## config.mk

```make
export PLATFORM = sky130hd
export DESIGN_NAME = serial_subtractor
export DESIGN_NICKNAME = d
export VERILOG_FILES = /design/src/rtl/serial_subtractor.sv
export SDC_FILE = /design/constraint.sdc
export NUM_CORES = 1
export LEC_CHECK = 0
export ABC_AREA = 0
export BUFFER_PORTS_ARGS = -buffer_cell sky130_fd_sc_hd__buf_2
export CORE_ASPECT_RATIO = 1.75
export CORE_UTILIZATION = 35
export CTS_BUF_LIST = sky130_fd_sc_hd__clkbuf_8
export CTS_CLUSTER_SIZE = 20
export DETAILED_ROUTE_END_ITERATION = 16
export RECOVER_POWER = 50
export SLEW_MARGIN = 5
export SYNTH_ARGS = -nofsm -noshare
export SYNTH_HDL_FRONTEND = slang
export SYNTH_SLANG_ARGS = --single-unit
```

## constraint.sdc

```tcl
create_clock -name i_w_clk -period 1.7 [get_ports i_w_clk]
set_input_delay 0.085 -clock i_w_clk [delete_from_list [all_inputs] [get_ports i_w_clk]]
set_output_delay 0.085 -clock i_w_clk [all_outputs]
set_load 0.02 [all_outputs]
```

## src/rtl/serial_subtractor.sv

```systemverilog
// serial_subtractor: bit-serial WIDTH-bit subtractor, D = A - B - Bin, LSB first.
// A single full-subtractor cell feeds a borrow flip-flop; operands shift right
// one bit per clock while difference bits enter the result register at the MSB.
// Optional feature macro: SERIAL_SUB_OVERFLOW_EN adds o_r_ovf (two's-complement
// overflow of the completed operation).
module serial_subtractor #(
    parameter int WIDTH = 8
) (
    input  logic             i_w_clk,
    input  logic             i_w_rst,
    input  logic             i_w_start,
    input  logic [WIDTH-1:0] i_w_a,
    input  logic [WIDTH-1:0] i_w_b,
    input  logic             i_w_bin,
    output logic             o_r_busy,
    output logic             o_r_done,
    output logic [WIDTH-1:0] o_r_d,
    output logic             o_r_bout
`ifdef SERIAL_SUB_OVERFLOW_EN
    ,
    output logic             o_r_ovf
`endif
);

    localparam int CW = $clog2(WIDTH);
    localparam logic [CW-1:0] LAST = CW'(WIDTH - 1);

    typedef enum logic [1:0] {
        IDLE  = 2'd0,
        SHIFT = 2'd1,
        DONE  = 2'd2
    } state_t;

    state_t           state_q, state_d;
    logic [WIDTH-1:0] a_q, a_d;
    logic [WIDTH-1:0] b_q, b_d;
    logic [WIDTH-1:0] r_q, r_d;
    logic             br_q, br_d;
    logic [CW-1:0]    cnt_q, cnt_d;
    logic             busy_q, busy_d;
    logic             done_q, done_d;
    logic [WIDTH-1:0] d_q, d_d;
    logic             bout_q, bout_d;
`ifdef SERIAL_SUB_OVERFLOW_EN
    logic             ovf_q, ovf_d;
`endif

    // Full-subtractor cell on the current operand LSBs and the stored borrow.
    logic             a0, b0, diff_bit, borrow_next;
    logic [WIDTH-1:0] r_shifted;

    // Combinational subtractor cell and the result register's shifted image.
    always_comb begin
        a0          = a_q[0];
        b0          = b_q[0];
        diff_bit    = a0 ^ b0 ^ br_q;
        borrow_next = (~a0 & b0) | (~(a0 ^ b0) & br_q);
        r_shifted   = {diff_bit, r_q[WIDTH-1:1]};
    end

    // Next-state and output logic for the IDLE -> SHIFT -> DONE sequence.
    always_comb begin
        state_d = state_q;
        a_d     = a_q;
        b_d     = b_q;
        r_d     = r_q;
        br_d    = br_q;
        cnt_d   = cnt_q;
        busy_d  = busy_q;
        done_d  = 1'b0;
        d_d     = d_q;
        bout_d  = bout_q;
`ifdef SERIAL_SUB_OVERFLOW_EN
        ovf_d   = ovf_q;
`endif
        case (state_q)
            IDLE: begin
                if (i_w_start) begin
                    a_d     = i_w_a;
                    b_d     = i_w_b;
                    br_d    = i_w_bin;
                    r_d     = '0;
                    cnt_d   = '0;
                    busy_d  = 1'b1;
                    state_d = SHIFT;
                end
            end
            SHIFT: begin
                a_d   = a_q >> 1;
                b_d   = b_q >> 1;
                r_d   = r_shifted;
                br_d  = borrow_next;
                cnt_d = cnt_q + 1'b1;
                if (cnt_q == LAST) begin
                    // Last bit: publish the full result and final borrow together.
                    d_d     = r_shifted;
                    bout_d  = borrow_next;
`ifdef SERIAL_SUB_OVERFLOW_EN
                    // a0/b0 are the original operand MSBs at this point.
                    ovf_d   = (a0 ^ b0) & (diff_bit ^ a0);
`endif
                    cnt_d   = '0;
                    busy_d  = 1'b0;
                    done_d  = 1'b1;
                    state_d = DONE;
                end
            end
            DONE: begin
                state_d = IDLE;
            end
            default: begin
                state_d = IDLE;
                busy_d  = 1'b0;
            end
        endcase
    end

    // State register; reset aborts any operation without publishing a result.
    always_ff @(posedge i_w_clk) begin
        if (i_w_rst) begin
            state_q <= IDLE;
            a_q     <= '0;
            b_q     <= '0;
            r_q     <= '0;
            br_q    <= 1'b0;
            cnt_q   <= '0;
            busy_q  <= 1'b0;
            done_q  <= 1'b0;
            d_q     <= '0;
            bout_q  <= 1'b0;
`ifdef SERIAL_SUB_OVERFLOW_EN
            ovf_q   <= 1'b0;
`endif
        end else begin
            state_q <= state_d;
            a_q     <= a_d;
            b_q     <= b_d;
            r_q     <= r_d;
            br_q    <= br_d;
            cnt_q   <= cnt_d;
            busy_q  <= busy_d;
            done_q  <= done_d;
            d_q     <= d_d;
            bout_q  <= bout_d;
`ifdef SERIAL_SUB_OVERFLOW_EN
            ovf_q   <= ovf_d;
`endif
        end
    end

    assign o_r_busy = busy_q;
    assign o_r_done = done_q;
    assign o_r_d    = d_q;
    assign o_r_bout = bout_q;
`ifdef SERIAL_SUB_OVERFLOW_EN
    assign o_r_ovf  = ovf_q;
`endif

endmodule

```

==> results of run 1 <==
[kinds of logic after synthesis]
group | after synthesis | synth area share
buffers and inverters | 18 | 0.0673
AOI/OAI and AO/OA | 39 | 0.185
muxes | 12 | 0.0687
adders and majority gates | 3 | 0.0258
and+or+nand+nor | 65 | 0.195
DFF | 40 | 0.458
[routing by layer]
metal	up-vias	track usage	wire, um
li1	674	-	-
met1	624	0.150	1450
met2	21	0.237	1710
met3	5	0.0326	95
met4	0	0.0688	69
met5	-	0	0
[sequential cells by signal (all words and copies together) (netlist names)]
signal,cells
a_q,8
b_q,8
o_r_d,8
r_q,7
cnt_q,3
state_q,2
br_q,1
o_r_bout,1
o_r_busy,1
o_r_done,1
[stage by stage]
step	total power, uW	utilization
final	1910	0.419
after global routing	2010	0.419
after CTS	1950	0.426
after detailed placement	1300	0.407
after global placement	1290	0.407
after floorplan	1240	-
[path summary, 6_finish.rpt]
path	end	slack, ns	cells after the start
max reg2reg	o_r_bout$_SDFFE_PP0P_	0.23	5
max	o_r_bout$_SDFFE_PP0P_	0.23	5
min	b_q[7]$_SDFFE_PP0P_	0.07	3
min reg2reg	o_r_d[2]$_SDFFE_PP0P_	0.45	2
[area by class of cell]
cell class,count,area (um^2),share of cell area
multi-input cells,119,815,0.409
flip-flops and latches,40,801,0.402
clock buffers,6,82.6,0.0415
inverters,4,15.0,0.00754
repair buffers,36,204,0.102
clock inverters,2,10.0,0.00503
well taps,52,65.1,0.0327
[cell usage in the layout (no fill, tap or decap), types with 5 or more instances in the layout]
master                     netlist  layout
sky130_fd_sc_hd__dfxtp_1        40      40
sky130_fd_sc_hd__nand2_1        16      16
sky130_fd_sc_hd__nor2_1         28      28
sky130_fd_sc_hd__mux2i_1        12      12
sky130_fd_sc_hd__clkbuf_1        2      11
sky130_fd_sc_hd__a211oi_2       12       9
sky130_fd_sc_hd__nor2_2          5       5
sky130_fd_sc_hd__clkbuf_8        0       6
sky130_fd_sc_hd__a21oi_1        12      12
sky130_fd_sc_hd__buf_2           6      19
sky130_fd_sc_hd__a22oi_1        10      10
[critical path, cell delays in order, from the launching register on]
cell and delay, ns:
sky130_fd_sc_hd__dfxtp_1 0.36, sky130_fd_sc_hd__ha_1 0.16, sky130_fd_sc_hd__ha_1 0.21, sky130_fd_sc_hd__and3b_1 0.39
sky130_fd_sc_hd__nor2_1 0.07, sky130_fd_sc_hd__a211oi_1 0.20
[where the power goes]
| part | internal, uW | switching, uW |
|---|---|---|
| sequential | 984 | 29.3 |
| clock | 324 | 318 |
| combinational | 115 | 137 |
==> flow_metrics.env, run 1 <==
export IMPL_cts_sinks=40
export IMPL_synth_edf_count=0
export IMPL_track_usage=0.135
export IMPL_synth_ff_latch_count=40
export IMPL_mappedNetlistNets=200
export IMPL_rr_startpoint="cnt_q[0]$_SDFFE_PP0P_"
export IMPL_gp_congestion=0.706
export IMPL_layout_area_overhead_vs_synth_pct=14.0
export IMPL_status="completed"
export IMPL_final_period_minus_worst_setup_slack_ns=1.47
export IMPL_die_area_um2=5290
export IMPL_detail_route_iter0_violations=39
export IMPL_startpoint_type="flip-flop"
export IMPL_std_cell_rows=33
export IMPL_criticalPathCategory="flip-flop to flip-flop"
export IMPL_timing_critical_path_required_ns=1.91
export IMPL_worstSetupStartpoint="cnt_q[0]$_SDFFE_PP0P_"
export IMPL_cts_root_buffer_cell="sky130_fd_sc_hd__clkbuf_8"
export IMPL_cts_tree="done"
export IMPL_grt_pass1_wl_um=5530
export IMPL_holdCritStartpoint="i_w_b[7]"
export IMPL_cts_htree_levels=2
export IMPL_tritoncts_num_buffers=5
export IMPL_fraction_of_registers_with_async_set_reset=0
export IMPL_detail_route_wl_per_cell_um=12.8
export IMPL_worst_slack_ns=0.228
export IMPL_initial_utilization=0.368
export IMPL_filler_cell_count=490
export IMPL_final_design_area_no_fill_um2=1990
export IMPL_final_setup_tns_ns=0
export IMPL_max_slew_margin_rel=0.464
export IMPL_yosys_top_cells_area="sky130_fd_sc_hd__dfxtp_1 (46%), sky130_fd_sc_hd__a211oi_2 (8.6%), sky130_fd_sc_hd__mux2i_1 (6.9%)"
export IMPL_grt_overflow_total=0
export IMPL_nNetsFinal=229
export IMPL_dp_cells=251
export IMPL_synth_area_per_cell_um2=9.88
export IMPL_numPortBuffers=30
export IMPL_clkTransAtPathRegs_ns=0.07
export IMPL_worst_slew_pin_transition_ns=0.803
export IMPL_initial_antenna_violation_count=0
export IMPL_die_y_um=95.5
export IMPL_grt_setup_unrepaired="false"
export IMPL_place_area_um2=1930
export IMPL_power_density_nw_per_um2=958
export IMPL_number_of_post_cts_setup_repair_buffers=0
export IMPL_p_leak_uw=0.000765
export IMPL_hold_violations=0
export IMPL_max_cap_violations=0
export IMPL_synthDominantAreaCellType="sky130_fd_sc_hd__dfxtp_1"
export IMPL_hold_ws_ns=0.0749
export IMPL_drc_violations=0
export IMPL_routed_wl_um=3320
export IMPL_worst_clock_skew_ns=0.00262
export IMPL_cts_buffer_depth=2
export IMPL_holdCritPathClass="primary input to flip-flop"
export IMPL_maximum_number_of_pins_on_one_net_before_global_route_repair=42
export IMPL_ys_warn_count=0
export IMPL_cts_repair_resized=0
export IMPL_critical_path_max_fanout=10
export IMPL_netlist_top_cells_count="sky130_fd_sc_hd__dfxtp_1 (40), sky130_fd_sc_hd__nor2_1 (28), sky130_fd_sc_hd__nand2_1 (16)"
export IMPL_post_route_cells_drive_above_1_share=0.246
export IMPL_num_antenna_cells=0
export IMPL_postSynthCellCount=177
export IMPL_ys_dominant_reg_cell="sky130_fd_sc_hd__dfxtp_1"
export IMPL_floorplan_core_area_um2=4750
export IMPL_routed_via_density=5.11
export IMPL_dr_total_vias=1324
export IMPL_final_instance_count_excl_fill=259
export IMPL_detailedPlace_worstSlack_ns=0.241
export IMPL_cp_data_arrival_time_ns=1.68
export IMPL_vdd_drop_max_mv=0.682
export IMPL_antenna_violating_nets_post_route=0
export IMPL_synth_top_cell_area_share=0.458
export IMPL_drt_pass1_iterations=4
export IMPL_place_hpwl_um=2290
export IMPL_ys_types=33
export IMPL_ctsHoldBuffers=0
export IMPL_first_global_vias=1195
export IMPL_syn_std_cell_area_um2=1750
export IMPL_yosysMostFrequentCell="sky130_fd_sc_hd__dfxtp_1"
export IMPL_crit_path_end_kind="flip-flop"
export IMPL_die_width_um=55.4
export IMPL_timing_final_crit_share=0.866
export IMPL_ios=31
export IMPL_slew_viol_final=0
export IMPL_synth_sequential_area_ratio=0.458
export IMPL_finalSetupViolCount=0
export IMPL_maxClockFrequency_mhz=679
export IMPL_clk_insertion_delay_late_ns=0.29
(Power assumes the default switching activity.)
==> inputs of run 2 (changes only) <==
Settings changed: CORE_MARGIN set to 5.
==> run 2 against run 1 <==
  * Final cell count rose by 1.5%
  * Sequential share of layout area decreased by 0.076 points
  * Routed wire length rose by 5.2%
  * Sequential power barely moved
  * Clock skew up 0.00053 ns
  * Worst hold slack better by 0.013 ns
  * Critical path depth did not move
==> flow_metrics.env, run 2 (synthesis gave the netlist of run 1 again) <==
export IMPL_status="completed"
export IMPL_multi_input_comb_area_um2=811
export IMPL_maxClockFrequency_mhz=670
export IMPL_max_slew_margin_rel=0.452
export IMPL_ctsHoldBuffers=0
export IMPL_numPortBuffers=30
export IMPL_std_cell_rows=34
export IMPL_grt_pass1_wl_um=5910
export IMPL_timing_critical_path_required_ns=1.91
export IMPL_ios=31
export IMPL_nNetsFinal=231
export IMPL_layout_cells_most_common_list="sky130_fd_sc_hd__dfxtp_1 (40), sky130_fd_sc_hd__nor2_1 (28), sky130_fd_sc_hd__buf_2 (19), sky130_fd_sc_hd__nand2_1 (16)"
export IMPL_tritoncts_num_buffers=5
export IMPL_floorplan_core_area_um2=4930
export IMPL_cp_data_arrival_time_ns=1.70
export IMPL_detailedPlace_worstSlack_ns=0.227
export IMPL_gp_congestion=0.692
export IMPL_rr_endpoint="o_r_bout$_SDFFE_PP0P_"
export IMPL_filler_cell_count=538
export IMPL_critical_path_max_fanout=10
export IMPL_first_global_vias=1291
export IMPL_number_of_post_cts_setup_repair_buffers=0
export IMPL_grt_busiest_layer="met2"
export IMPL_criticalPathCategory="flip-flop to flip-flop"
export IMPL_detail_route_iter0_violations=18
export IMPL_clk_insertion_delay_late_ns=0.29
export IMPL_maximum_number_of_pins_on_one_net_before_global_route_repair=23
export IMPL_initial_antenna_violation_count=0
export IMPL_grt_overflow_total=0
export IMPL_num_antenna_cells=0
export IMPL_cts_root_buffer_cell="sky130_fd_sc_hd__clkbuf_8"
export IMPL_routed_wl_um=3490
export IMPL_register_area_um2=801
export IMPL_die_area_um2=6560
export IMPL_groute_layer_met3_usage=0.0389
export IMPL_drc_violations=0
export IMPL_worst_slack_ns=0.208
export IMPL_p_leak_uw=0.000763
export IMPL_post_route_cells_drive_above_1_share=0.244
export IMPL_final_setup_tns_ns=0
export IMPL_cts_buffer_depth=2
export IMPL_layout_cells_most_common="sky130_fd_sc_hd__dfxtp_1"
export IMPL_worst_clock_skew_ns=0.00315
export IMPL_totalPowerFinal_uw=2030
export IMPL_dr_total_vias=1305
export IMPL_detail_route_wl_per_cell_um=13.3
export IMPL_initial_utilization=0.354
export IMPL_startpoint_type="flip-flop"
export IMPL_vdd_drop_max_mv=0.727
export IMPL_globalRouteMet2Util=0.202
export IMPL_clkTransAtPathRegs_ns=0.08
export IMPL_slew_viol_final=0
export IMPL_place_hpwl_um=2520
export IMPL_holdCritStartpoint="i_w_b[7]"
export IMPL_grt_setup_unrepaired="false"
export IMPL_ff2ff_setup_slack_ns=0.21
export IMPL_max_cap_violations=0
export IMPL_cts_sinks=40
export IMPL_cts_htree_levels=2
export IMPL_hold_depth=3
export IMPL_globalRouteMet1Util=0.119
export IMPL_reg2regPathDepth=5
export IMPL_layout_area_overhead_vs_synth_pct=14.2
export IMPL_crit_path_end_kind="flip-flop"
export IMPL_hold_violations=0
export IMPL_timing_final_crit_share=0.878
export IMPL_rr_startpoint="cnt_q[0]$_SDFFE_PP0P_"
export IMPL_cts_repair_resized=0
export IMPL_die_width_um=63.4
export IMPL_final_period_minus_worst_setup_slack_ns=1.49
export IMPL_track_usage=0.115
export IMPL_routed_via_density=4.96
export IMPL_worst_hold_path_endpoint="b_q[7]$_SDFFE_PP0P_"
export IMPL_worst_slew_pin_transition_ns=0.820
export IMPL_holdCritPathClass="primary input to flip-flop"
export IMPL_finalSetupViolCount=0
export IMPL_die_y_um=103
export IMPL_antenna_violating_nets_post_route=0
export IMPL_power_density_nw_per_um2=1020
export IMPL_drt_pass1_iterations=4
export IMPL_cts_tree="done"
## run 2: changes by cell type in the layout (fill, tap and decap cells not counted), sizes merged
cell / previous run / this run
buf: 24 / 25
bufinv: 0 / 1
clkinv: 2 / 1
clkinvlp: 0 / 1
## run 2: metrics by stage
step | util | area, um^2 | hold slack, ns | cells
after floorplan | - | 1750 | 0.258 | 177
after CTS | 0.415 | 2050 | 0.0780 | 263
after global routing | 0.404 | 2000 | 0.0917 | 263
after detailed placement | 0.392 | 1940 | 0.377 | 255
after global placement | 0.392 | 1940 | 0.380 | 255
final | 0.404 | 2000 | 0.0879 | 263
## run 2: report_power, final
part | total, uW | switching, uW | internal (uW)
logic | 244 | 135 | 109
registers | 1010 | 30.1 | 984
clock network | 769 | 335 | 434
## run 2: area by class of cell
class / instances / share of cell area
multi-input combinational: 119 / 0.406
sequential: 40 / 0.401
timing repair buffer: 38 / 0.0953
clock buffer: 5 / 0.0345
tap: 54 / 0.0339
clock inverter: 3 / 0.0213
inverter: 4 / 0.00752
## run 2: per-layer routing
layer  vias up  part of all wire
met5         -                 0
met4         0             0.028
met3         7             0.039
met2        23              0.52
met1       601              0.41
li1        674                 -
## run 2: critical path, stage by stage, from the launching register on
cell                       delay (ns)
sky130_fd_sc_hd__dfxtp_1         0.36
sky130_fd_sc_hd__ha_1            0.16
sky130_fd_sc_hd__ha_1            0.20
sky130_fd_sc_hd__and3b_1         0.39
sky130_fd_sc_hd__nor2_1          0.07
sky130_fd_sc_hd__a211oi_1        0.22
## run 2: worst max-delay path by stage
stage | from | endpoint | cells past startpoint
after floorplan | cnt_q[0]$_SDFFE_PP0P_ | o_r_bout$_SDFFE_PP0P_ | 5
after global placement | cnt_q[0]$_SDFFE_PP0P_ | o_r_bout$_SDFFE_PP0P_ | 5
after detailed placement | cnt_q[0]$_SDFFE_PP0P_ | o_r_bout$_SDFFE_PP0P_ | 5
after CTS | cnt_q[0]$_SDFFE_PP0P_ | o_r_bout$_SDFFE_PP0P_ | 5
after global routing | cnt_q[0]$_SDFFE_PP0P_ | o_r_bout$_SDFFE_PP0P_ | 5
final | cnt_q[0]$_SDFFE_PP0P_ | o_r_bout$_SDFFE_PP0P_ | 5
==> inputs of run 3 (changes only) <==
Settings changed: ABC_CLOCK_PERIOD_IN_PS set to 1700, REMOVE_ABC_BUFFERS set to 1, SLEW_MARGIN 5 to unset.
==> run 3 against run 2 <==
  * Routed wire length fell by 4.0%
  * Non-clock buffer count shrank 1
  * Clock power down 23%
  * Clock skew barely moved
  * Maximum frequency fell by 0.85%
  * Worst hold slack is essentially flat
  * Combinational power hardly changed
  * First-iteration DRC count rose by 130%
  * Critical endpoint is now a_q[1]$_SDFFE_PP0P_
  * Largest cell class unchanged
==> flow_metrics.env, run 3 (synthesis gave the netlist of run 1 again) <==
export IMPL_status="completed"
export IMPL_gp_congestion=0.772
export IMPL_grt_setup_unrepaired="false"
export IMPL_vdd_drop_max_mv=0.658
export IMPL_die_y_um=103
export IMPL_routed_wl_um=3350
export IMPL_ctsHoldBuffers=0
export IMPL_clkTransAtPathRegs_ns=0.08
export IMPL_cp_data_arrival_time_ns=1.72
export IMPL_final_util=0.400
export IMPL_p_leak_uw=0.000749
export IMPL_clk_insertion_delay_late_ns=0.28
export IMPL_die_area_um2=6560
export IMPL_grt_pass1_wl_um=5510
export IMPL_place_hpwl_um=2430
export IMPL_cts_buffer_depth=2
export IMPL_multi_input_comb_area_um2=815
export IMPL_worstSetupStartpoint="state_q[1]$_SDFFE_PP0P_"
export IMPL_drt_pass1_iterations=4
export IMPL_timing_critical_path_required_ns=1.91
export IMPL_timing_final_crit_share=0.885
export IMPL_layout_area_overhead_vs_synth_pct=13.0
export IMPL_rr_startpoint="state_q[1]$_SDFFE_PP0P_"
export IMPL_cts_tree="done"
export IMPL_initial_antenna_violation_count=0
export IMPL_initial_utilization=0.354
export IMPL_tritoncts_num_buffers=5
export IMPL_crit_path_end_kind="flip-flop"
export IMPL_cts_repair_resized=0
export IMPL_holdCritPathClass="primary input to flip-flop"
export IMPL_detail_route_iter0_violations=42
export IMPL_power_density_nw_per_um2=938
export IMPL_cts_root_buffer_cell="sky130_fd_sc_hd__clkbuf_8"
export IMPL_layout_cells_most_common_list="sky130_fd_sc_hd__dfxtp_1 (40), sky130_fd_sc_hd__nor2_1 (28), sky130_fd_sc_hd__buf_2 (20), sky130_fd_sc_hd__nand2_1 (16)"
export IMPL_layout_cells_most_common="sky130_fd_sc_hd__dfxtp_1"
export IMPL_grt_overflow_total=0
export IMPL_die_width_um=63.4
export IMPL_p_int_uw=1370
export IMPL_worst_clock_skew_ns=0.00305
export IMPL_finalSetupViolCount=0
export IMPL_netSwitchingPower_uw=478
export IMPL_final_design_area_no_fill_um2=1970
export IMPL_floorplan_core_area_um2=4930
export IMPL_ff2ff_setup_slack_ns=0.19
export IMPL_power_sequential_fraction=0.547
export IMPL_track_usage=0.106
export IMPL_filler_cell_count=525
export IMPL_holdCritStartpoint="i_w_b[7]"
export IMPL_clockPowerShare=0.320
export IMPL_p_comb_frac=0.133
export IMPL_detailedPlace_worstSlack_ns=0.231
export IMPL_hold_violations=0
export IMPL_max_cap_violations=0
export IMPL_max_slew_margin_rel=0.477
export IMPL_hold_ws_ns=0.0875
export IMPL_number_of_post_cts_setup_repair_buffers=0
export IMPL_ios=31
export IMPL_routed_via_density=5.04
export IMPL_num_antenna_cells=0
export IMPL_maxClockFrequency_mhz=664
export IMPL_critical_path_max_fanout=27
export IMPL_register_area_um2=801
export IMPL_power_share_switching=0.258
export IMPL_nNetsFinal=230
export IMPL_startpoint_type="flip-flop"
export IMPL_place_area_um2=1940
export IMPL_worst_slew_pin_transition_ns=0.782
export IMPL_detail_route_wl_per_cell_um=12.8
export IMPL_drc_violations=0
export IMPL_first_global_vias=1294
export IMPL_post_route_cells_drive_above_1_share=0.242
export IMPL_antenna_violating_nets_post_route=0
export IMPL_std_cell_rows=34
export IMPL_worst_slack_ns=0.195
export IMPL_final_period_minus_worst_setup_slack_ns=1.51
export IMPL_cts_htree_levels=2
export IMPL_criticalPathCategory="flip-flop to flip-flop"
export IMPL_cts_sinks=40
export IMPL_dr_total_vias=1315
export IMPL_maximum_number_of_pins_on_one_net_before_global_route_repair=28
export IMPL_slew_viol_final=0
export IMPL_numPortBuffers=30
==> run 3: power groups by stage <==
stage               clock network, uW  registers (uW)  logic, uW
floorplan                           0            1050        152
global placement                    0            1030        263
detailed placement                  0            1030        266
CTS                               622            1010        267
global route                      646            1020        277
finish                            592            1010        247
==> run 3: metrics by stage <==
stage | TNS (ns) | total power [uW] | cells
5_1_grt | 0 | 1940 | 261
6_report | 0 | 1850 | 261
2_1_floorplan | -6.60 | 1200 | 163
3_3_place_gp | 0 | 1300 | 254
4_1_cts | 0 | 1900 | 261
3_5_place_dp | 0 | 1300 | 254
==> run 3: layout make-up <==
| class | count | share of cell area |
|---|---|---|
| clock buffers | 5 | 0.0349 |
| clock inverters | 2 | 0.00634 |
| inverters | 4 | 0.00760 |
| multi-input cells | 119 | 0.413 |
| flip-flops and latches | 40 | 0.406 |
| well taps | 54 | 0.0342 |
| repair buffers | 37 | 0.0989 |
==> run 3: per-layer routing <==
metal | track usage | up-vias | wire length [um]
met3 | 0.0270 | 4 | 110
met1 | 0.0966 | 617 | 1330
met5 | 0 | - | 0
met4 | 0.0624 | 0 | 82
li1 | - | 677 | -
met2 | 0.207 | 17 | 1830
==> run 3: path summary, 6_finish.rpt <==
check | to | cells past startpoint
worst max-delay path | a_q[1]$_SDFFE_PP0P_ | 4
worst min-delay path | b_q[7]$_SDFFE_PP0P_ | 3
worst max register to register | a_q[1]$_SDFFE_PP0P_ | 4
worst min register to register | o_r_d[4]$_SDFFE_PP0P_ | 2
==> run 3: critical path: stages, from the launching register on <==
cell,delay [ns]
sky130_fd_sc_hd__dfxtp_1,0.39
sky130_fd_sc_hd__o21ba_1,0.24
sky130_fd_sc_hd__buf_2,0.49
sky130_fd_sc_hd__nor2_1,0.11
sky130_fd_sc_hd__a211oi_2,0.20
